**src/rtl/acq_capture_ctrl.sv**
```systemverilog
// acq_capture_ctrl: sequences one logic-analyser acquisition.
// Samples the synchronised probe pins at a prescaled rate into a circular
// capture RAM, waits for a mask/value trigger, writes post_count further
// samples and then pulses done_acq back to the dispatcher.
// Optional feature macro: ACQ_EDGE_TRIG_EN (adds trig_edge edge qualifier).
module acq_capture_ctrl #(
    parameter int CHANNELS   = 8,
    parameter int ADDR_W     = 10,
    parameter int PRESCALE_W = 16
) (
    input  logic                  clk,
    input  logic                  rst,
    input  logic                  grant_acq,
    output logic                  done_acq,
    input  logic [CHANNELS-1:0]   probe,
    input  logic [CHANNELS-1:0]   trig_mask,
    input  logic [CHANNELS-1:0]   trig_value,
`ifdef ACQ_EDGE_TRIG_EN
    input  logic [CHANNELS-1:0]   trig_edge,
`endif
    input  logic [ADDR_W-1:0]     post_count,
    input  logic [PRESCALE_W-1:0] prescale,
    output logic                  mem_we,
    output logic [ADDR_W-1:0]     mem_addr,
    output logic [CHANNELS-1:0]   mem_wdata,
    output logic [ADDR_W-1:0]     trig_addr,
    output logic                  capturing,
    output logic                  triggered
);

    typedef enum logic [2:0] {
        S_IDLE,
        S_ARM,
        S_POST,
        S_DONE,
        S_REL
    } state_t;

    state_t                r_state;
    state_t                w_next;

    logic [CHANNELS-1:0]   r_sync1;
    logic [CHANNELS-1:0]   r_smp;

    logic [CHANNELS-1:0]   r_mask;
    logic [CHANNELS-1:0]   r_value;
    logic [ADDR_W-1:0]     r_post_cfg;
    logic [PRESCALE_W-1:0] r_prescale;

    logic [ADDR_W-1:0]     r_wptr;
    logic [PRESCALE_W-1:0] r_pcnt;
    logic [ADDR_W-1:0]     r_post;

    logic                  r_mem_we;
    logic [ADDR_W-1:0]     r_mem_addr;
    logic [CHANNELS-1:0]   r_mem_wdata;
    logic [ADDR_W-1:0]     r_trig_addr;
    logic                  r_triggered;
    logic                  r_done;
    logic                  r_capturing;

    logic                  w_start;
    logic                  w_active;
    logic                  w_strobe;
    logic                  w_level_hit;
    logic                  w_trig;
    logic                  w_write;
    logic                  w_fire;

    // Strobe counter sits at zero on the first ARM cycle, so the first strobe is immediate
    assign w_start     = (r_state == S_IDLE) && grant_acq;
    assign w_active    = ((r_state == S_ARM) || (r_state == S_POST)) && grant_acq;
    assign w_strobe    = (r_pcnt == '0);
    assign w_level_hit = (((r_smp ^ r_value) & r_mask) == '0);

`ifdef ACQ_EDGE_TRIG_EN
    logic [CHANNELS-1:0]   r_edge;
    logic [CHANNELS-1:0]   r_prev;
    logic                  r_prev_vld;
    logic                  w_edge_hit;

    // Edge qualifier needs a previous strobed sample; none exists on the first strobe
    assign w_edge_hit = r_prev_vld && (((r_smp ^ r_prev) & r_edge) != '0);
    assign w_trig     = w_level_hit && ((r_edge == '0) || w_edge_hit);

    // Track the last strobed sample and the edge configuration for this run
    always_ff @(posedge clk or posedge rst) begin
        if (rst) begin
            r_edge     <= '0;
            r_prev     <= '0;
            r_prev_vld <= 1'b0;
        end else begin
            if (w_start) begin
                r_edge     <= trig_edge;
                r_prev_vld <= 1'b0;
            end else if (w_write) begin
                r_prev     <= r_smp;
                r_prev_vld <= 1'b1;
            end
        end
    end
`else
    assign w_trig = w_level_hit;
`endif

    // Two-flop synchroniser for the asynchronous probe pins
    always_ff @(posedge clk or posedge rst) begin
        if (rst) begin
            r_sync1 <= '0;
            r_smp   <= '0;
        end else begin
            r_sync1 <= probe;
            r_smp   <= r_sync1;
        end
    end

    // FSM state register
    always_ff @(posedge clk or posedge rst) begin
        if (rst) begin
            r_state <= S_IDLE;
        end else begin
            r_state <= w_next;
        end
    end

    // Next state and per-cycle write/trigger decisions; a dropped grant overrides everything
    always_comb begin
        w_next  = r_state;
        w_write = 1'b0;
        w_fire  = 1'b0;
        case (r_state)
            S_IDLE: begin
                if (grant_acq) begin
                    w_next = S_ARM;
                end
            end
            S_ARM: begin
                if (!grant_acq) begin
                    w_next = S_IDLE;
                end else if (w_strobe) begin
                    w_write = 1'b1;
                    if (w_trig) begin
                        w_fire = 1'b1;
                        w_next = S_POST;
                    end
                end
            end
            S_POST: begin
                if (!grant_acq) begin
                    w_next = S_IDLE;
                end else if (r_post == '0) begin
                    w_next = S_DONE;
                end else if (w_strobe) begin
                    w_write = 1'b1;
                end
            end
            S_DONE: begin
                w_next = S_REL;
            end
            S_REL: begin
                if (!grant_acq) begin
                    w_next = S_IDLE;
                end
            end
            default: begin
                w_next = S_IDLE;
            end
        endcase
    end

    // Run configuration, pointers, prescale and post counters
    always_ff @(posedge clk or posedge rst) begin
        if (rst) begin
            r_mask     <= '0;
            r_value    <= '0;
            r_post_cfg <= '0;
            r_prescale <= '0;
            r_wptr     <= '0;
            r_pcnt     <= '0;
            r_post     <= '0;
        end else begin
            if (w_start) begin
                r_mask     <= trig_mask;
                r_value    <= trig_value;
                r_post_cfg <= post_count;
                r_prescale <= prescale;
                r_wptr     <= '0;
                r_pcnt     <= '0;
            end else if (w_active) begin
                r_pcnt <= (r_pcnt >= r_prescale) ? '0 : r_pcnt + 1'b1;
            end
            if (w_write) begin
                r_wptr <= r_wptr + 1'b1;
            end
            if (w_fire) begin
                r_post <= r_post_cfg;
            end else if (w_write && (r_state == S_POST)) begin
                r_post <= r_post - 1'b1;
            end
        end
    end

    // Registered RAM write port and status outputs
    always_ff @(posedge clk or posedge rst) begin
        if (rst) begin
            r_mem_we    <= 1'b0;
            r_mem_addr  <= '0;
            r_mem_wdata <= '0;
            r_trig_addr <= '0;
            r_triggered <= 1'b0;
            r_done      <= 1'b0;
            r_capturing <= 1'b0;
        end else begin
            r_mem_we <= w_write;
            if (w_write) begin
                r_mem_addr  <= r_wptr;
                r_mem_wdata <= r_smp;
            end
            if (w_start) begin
                r_triggered <= 1'b0;
            end else if (w_fire) begin
                r_triggered <= 1'b1;
                r_trig_addr <= r_wptr;
            end
            r_done      <= (w_next == S_DONE);
            r_capturing <= (w_next == S_ARM) || (w_next == S_POST);
        end
    end

    assign mem_we    = r_mem_we;
    assign mem_addr  = r_mem_addr;
    assign mem_wdata = r_mem_wdata;
    assign trig_addr = r_trig_addr;
    assign triggered = r_triggered;
    assign done_acq  = r_done;
    assign capturing = r_capturing;

endmodule

```
**config.mk**
```make
export PLATFORM = sky130hd
export DESIGN_NAME = acq_capture_ctrl
export DESIGN_NICKNAME = d
export VERILOG_FILES = /design/src/rtl/acq_capture_ctrl.sv
export SDC_FILE = /design/constraint.sdc
export NUM_CORES = 1
export LEC_CHECK = 0
export CAP_MARGIN = 20
export CORE_MARGIN = 2
export CORE_UTILIZATION = 35
export DETAILED_ROUTE_END_ITERATION = 6
export GPL_TIMING_DRIVEN = 0
export SYNTH_ARGS = -nofsm -noshare
export SYNTH_HDL_FRONTEND = slang
export SYNTH_SLANG_ARGS = --single-unit
```
**constraint.sdc**
```tcl
create_clock -name clk -period 5.7 [get_ports clk]
set_input_delay 0.855 -clock clk [delete_from_list [all_inputs] [get_ports clk]]
set_output_delay 0.855 -clock clk [all_outputs]
set_load 0.02 [all_outputs]
```
==> results of run 1 <==
==> final cells by class <==
type                            instances  area share (%)
Inverter                               25           1.300
Tap cell                              220           3.620
Timing Repair Buffer                   85           11.42
Clock buffer                           22           6.368
Buffer                                 19           1.382
Sequential cell                       129           42.46
Clock inverter                         10           1.728
Multi-Input combinational cell        388           31.73
==> per-stage QoR <==
step | hold WS (ns) | TNS, ns
after global placement | 0.3334 | -45.42
after detailed placement | 0.3364 | 0
after global routing | 0.3586 | 0
after floorplan | 0.3312 | 0
after CTS | 0.3501 | 0
final | 0.3481 | 0
==> where the power goes <==
part / internal (mW) / switching (mW) / total (mW)
Sequential: 1.17 / 0.157 / 1.33
Clock: 0.730 / 0.387 / 1.12
Combinational: 0.439 / 0.571 / 1.01
==> registers in the layout, summed over array words and instances, names as in the netlist, 3 cells and up <==
| signal | count |
|---|---|
| mem_addr | 10 |
| mem_wdata | 8 |
| r_mask | 8 |
| r_pcnt | 16 |
| r_post | 10 |
| r_post_cfg | 10 |
| r_prescale | 16 |
| r_smp | 8 |
| r_state | 3 |
| r_sync1 | 8 |
| r_value | 8 |
| r_wptr | 10 |
| trig_addr | 10 |
==> kinds of logic (layout without fill, tap and decap cells) <==
kind of cell | Yosys count | in the layout | synth area share, %
flip-flops | 129 | 129 | 55.28
buffers and inverters | 44 | 161 | 3.407
multiplexers | 37 | 37 | 7.478
XOR/XNOR | 21 | 21 | 3.150
adder cells (fa/ha/maj) | 20 | 20 | 4.285
AO/OA/AOI/OAI | 78 | 78 | 8.314
AND/OR/NAND/NOR | 232 | 232 | 18.08
==> metal layers <==
metal / wire (um) / vias up
met5: 0 / -
met3: 635 / 15
li1: - / 2126
met2: 6802 / 95
met1: 5840 / 2165
met4: 233 / 0
==> final timing paths <==
path                       startpoint        endpoint  slack (ns)  depth (start not counted)
max in group asynchronous         rst       r_mask[7]        4.09                          3
max                         grant_acq       r_mask[3]        2.80                          7
min                        r_sync1[6]        r_smp[6]        0.35                          0
max reg2reg                r_pcnt[11]       r_pcnt[5]        3.16                          8
min reg2reg                r_sync1[6]        r_smp[6]        0.35                          0
min in group asynchronous         rst  r_prescale[15]        0.87                          2
==> cells in the final DEF (no fill, tap or decap), types with 3 or more instances in the layout <==
| cell type | synthesis | final |
|---|---|---|
| nand4_1 | 5 | 5 |
| buf_2 | 6 | 6 |
| xnor2_1 | 6 | 6 |
| nand2_1 | 131 | 131 |
| clkbuf_1 | 8 | 9 |
| mux2_4 | 7 | 7 |
| a21o_1 | 6 | 6 |
| ha_1 | 20 | 20 |
| xor2_1 | 15 | 15 |
| nand4b_1 | 3 | 3 |
| mux2i_1 | 5 | 5 |
| clkinv_2 | 0 | 5 |
| dfrtp_1 | 129 | 129 |
| and3_1 | 7 | 7 |
| clkbuf_8 | 0 | 4 |
| nand3_1 | 14 | 14 |
| o211ai_1 | 3 | 3 |
| inv_1 | 25 | 24 |
| o21ai_0 | 28 | 28 |
| nor2_1 | 30 | 30 |
| a22oi_1 | 4 | 4 |
| bufinv_16 | 0 | 3 |
| nand2b_1 | 4 | 4 |
| clkdlybuf4s50_1 | 0 | 84 |
| mux2_2 | 25 | 25 |
| nor3_1 | 8 | 8 |
| nor4_1 | 9 | 9 |
| clkbuf_16 | 0 | 17 |
| nor3b_1 | 5 | 5 |
| a21oi_1 | 19 | 19 |
| a211o_1 | 3 | 3 |
| or3_1 | 5 | 5 |
==> critical path, delay by kind of cell <==
family / cells / cell delay, ns
buffers and inverters: 3 / 1.41
AND/OR/NAND/NOR: 4 / 0.98
==> run metrics, run 1 <==
outcome complete, no violations; area of the multi-input gates 2412 um2; CP max-delay cell nor3_1; GR Layer Usage met2 28.18%; clk_lat worst skew 0.42 ns; DR DRC count 0; clock root cell clkbuf_16; Critical Path End Type register; syn_nets 634; crit path kind in2reg; TritonRoute pass-1 iters 5; Mean Syn Cell Area 10.41 um2; Reg area 3228 um2; Synth area leader dfrtp_1; pre-CTS setup slack 2.316 ns; average wire per standard cell 15.05 um; Max Cap Viol 0; EDFF count, synth 0; total track usage 16.63%; fillers 1518; CTS H-tree depth 4; Final period util 50.91%; Num CTS Buffers 17; Worst-Margin Slew 0.8311 ns; # nets final 738; initial antenna violation count 0; Synth Register Bits 129; grt peak-use layer met2; CTS tree done; largest net degree at the start of global routing 73; Util after Layout 46.18%; Vias 4401; crit path DAT 3.25 ns; fin. max-slew vios 0; worst hold path class reg2reg; peak supply drop 0.0002181 V; max incr delay on CP 0.66 ns; Placed Cells incl. Taps 866; HPWL after DPL 9.656 mm; aggregate routed wire length 13.51 mm; Syn-to-layout area delta 30.21%; cell mode on critical path nand2_1; routed vias/inst 4.901; Worst EP required 6.05 ns; Critical Path Fanout Max 10; count leader, synth nand2_1; core area 16470 um2; clk slew on worst S/H paths 0.05 ns; Leak 3.561 nW; critical path launch point type primary input; top cell type's share of synthesized area 55.28%; cts repair resizes 0; CTS sink count 129; ranking of synthesized cells by area dfrtp_1 55%, nand2_1 8.4%, mux2_2 4.8%; Mapped Area 5839 um2; unrepaired setup endpoints after global routing false; layout cells sized above 1 11.65%; first-pass GRT wire length 23.11 mm; minimum clock period 2.902 ns; Boundary Pins 85; ant diodes 0; cells after synthesis 561; setup ws final 2.798 ns; Yosys cell types 52; Post-DRT Antenna Nets 0; Power Dens Cells 454.1 nW/um2; # rows 47; PortBufs 84; die area 17730 um2; PnR Total Power 3.453 mW; Post-synth top cells 131 x nand2_1, 129 x dfrtp_1, 30 x nor2_1; Non-Filler Instances 898; clock skew 0.01057 ns; final instance area 7604 um2; met1 Use GR 20.27%; Max Buffers Root-to-Sink 2; final hold vios 0; Synth async-reset ratio 100.0%; Initial Util 35.46%; Die Wd 133.2 um; hold-fix buffer count after cts 0; Overflow after GRT 0; crit path cell chain clkdlybuf4s50_1, nand2b_1, nor3_1, clkbuf_1, buf_1, nand2_1, nand2_1; setup bufs post-CTS 0; DRT iter0 DRCs 316; fmax 344.6 MHz; synth warn 0; Primary FF master, synth dfrtp_1; sequential share of the synthesized area 55.28%; die height 133.2 um; Post-DP Area 6988 um2; Final setup viols 0; gpl congestion 0.8462; Rel. slew slack 44.17%; vias in the first global route 4668; met3 usage 4.566%
(Power assumes the default switching activity.)
==> run 2, diff against run 1 <==
clock period = 2.37 ns   (was 5.7 ns; I/O delays follow)
==> run 2 against run 1 <==
The run now ends with setup timing left. Count of clock-buffer cells in the layout unchanged. Design area increased by 5.1%. Non-clock buffer count up 10. Hold slack got worse by 0.081 ns. Register-to-register slack got worse by 3.2 ns. Flip-flop and latch count is the same. Die area stayed put. Largest cell class unchanged.
==> run metrics, run 2 (synthesis gave the netlist of run 1 again) <==
die height 133.2 um; Post-DP Area 7019 um2; final hold vios 0; biggest regs r_pcnt: 16 flops, r_prescale: 16 flops; minimum clock period 2.386 ns; commonest non-fill, non-tap cell in the layout nand2_1; launch point of the worst path r_pcnt[0]; vias in the first global route 4556; Leak 3.681 nW; setup ws final -0.01647 ns; most frequent cells in the layout 130 x nand2_1, 121 x dfrtp_1, 84 x clkdlybuf4s50_1; Num CTS Buffers 17; TritonRoute pass-1 iters 5; # nets final 748; total track usage 16.42%; crit path kind reg2reg; gpl congestion 0.8323; Placed Cells incl. Taps 868; PortBufs 84; initial antenna violation count 0; WHS 0.2675 ns; PnR Total Power 8.832 mW; pre-CTS setup slack -0.5263 ns; fmax 419.0 MHz; CTS sink count 129; crit path DAT 2.71 ns; outcome complete, but fails checks; Initial Util 35.46%; worst hold path class in2async; Max Buffers Root-to-Sink 2; ant diodes 0; Post-DRT Antenna Nets 0; Power Dens Cells 1105 nW/um2; clk_lat worst skew 0.42 ns; first-pass GRT wire length 22.74 mm; Rel. slew slack 57.35%; layout cells sized above 1 18.31%; Boundary Pins 85; clk slew on worst S/H paths 0.06 ns; DR DRC count 0; critical path launch point type register; # rows 47; fin. max-slew vios 0; violated checks setup timing; Non-Filler Instances 908; final instance area 7990 um2; Setup TNS Final -0.01647 ns; reg2reg setup slack -0.02 ns; Worst EP required 2.69 ns; unrepaired setup endpoints after global routing true; Overflow after GRT 0; HPWL after DPL 9.760 mm; Die Wd 133.2 um; Syn-to-layout area delta 36.83%; clock skew 0.006872 ns; Vias 4426; largest net degree at the start of global routing 44; Critical Path Fanout Max 5; CTS H-tree depth 4; CTS tree done; average wire per standard cell 15.28 um; Max Cap Viol 0; r2r startpoint r_pcnt[0]; Critical Path End Type register; Worst-Margin Slew 0.6398 ns; routed vias/inst 4.874; DRT iter0 DRCs 232; clock root cell clkbuf_16; aggregate routed wire length 13.88 mm; peak supply drop 0.0006264 V; Final setup viols 1; Util after Layout 48.53%; die area 17730 um2; core area 16470 um2; Final period util 100.7%
[run 2: cell count changes in the layout (fill, tap and decap cells not counted), sizes merged]
cell / before / now
bufinv: 3 / 5
clkinvlp: 1 / 2
clkbuf: 30 / 32
inv: 25 / 24
buf: 12 / 20
clkinv: 6 / 4
[run 2: area by class of cell]
| type | count | area, um2 |
|---|---|---|
| timing repair buffer | 95 | 960.9 |
| clock inverter | 10 | 177.7 |
| multi-input combinational | 388 | 2616 |
| tap | 220 | 275.3 |
| clock buffer | 22 | 494.2 |
| sequential | 129 | 3238 |
| inverter | 25 | 97.59 |
| buffer | 19 | 130.1 |
| fill | 1505 | 8476 |
[run 2: worst max-delay path: stages (launching register included)]
cell and delay [ns]:
dfrtp_1 0.39, inv_2 0.09, ha_4 0.20, or3b_1 0.38
o2111ai_2 0.11, a311oi_4 0.15, or3_4 0.44, buf_6 0.14
or3_1 0.30, o211ai_1 0.09
[run 2: timing repair]
action | CTS | global route
gates resized for setup | 11 | 39
gates cloned | 0 | 1
hold buffers | 0 | 0
setup endpoints to repair | 54 | 67
setup buffers | 1 | 6
pin swaps | 1 | 7
[run 2: routing by layer]
| layer | vias to the layer above | track usage, % | wire length (um) |
|---|---|---|---|
| met1 | 2168 | 20.17 | 6134 |
| met4 | 0 | 6.915 | 336 |
| met3 | 23 | 4.871 | 560 |
| met5 | - | 0 | 0 |
| li1 | 2140 | - | - |
| met2 | 95 | 27.12 | 6847 |
[run 2: worst paths after layout]
kind                                       to  cells after the start
worst min-delay path            r_prescale[5]                      2
worst max-delay path                r_pcnt[4]                      9
min in group clk                     r_smp[3]                      0
worst max register to register      r_pcnt[4]                      9
max in group asynchronous          r_pcnt[11]                      4
worst min register to register       r_smp[3]                      0
[run 2: where the power goes]
group,switching (mW),internal (mW)
combinational,1.48,1.21
clock,0.955,2.00
sequential,0.380,2.81
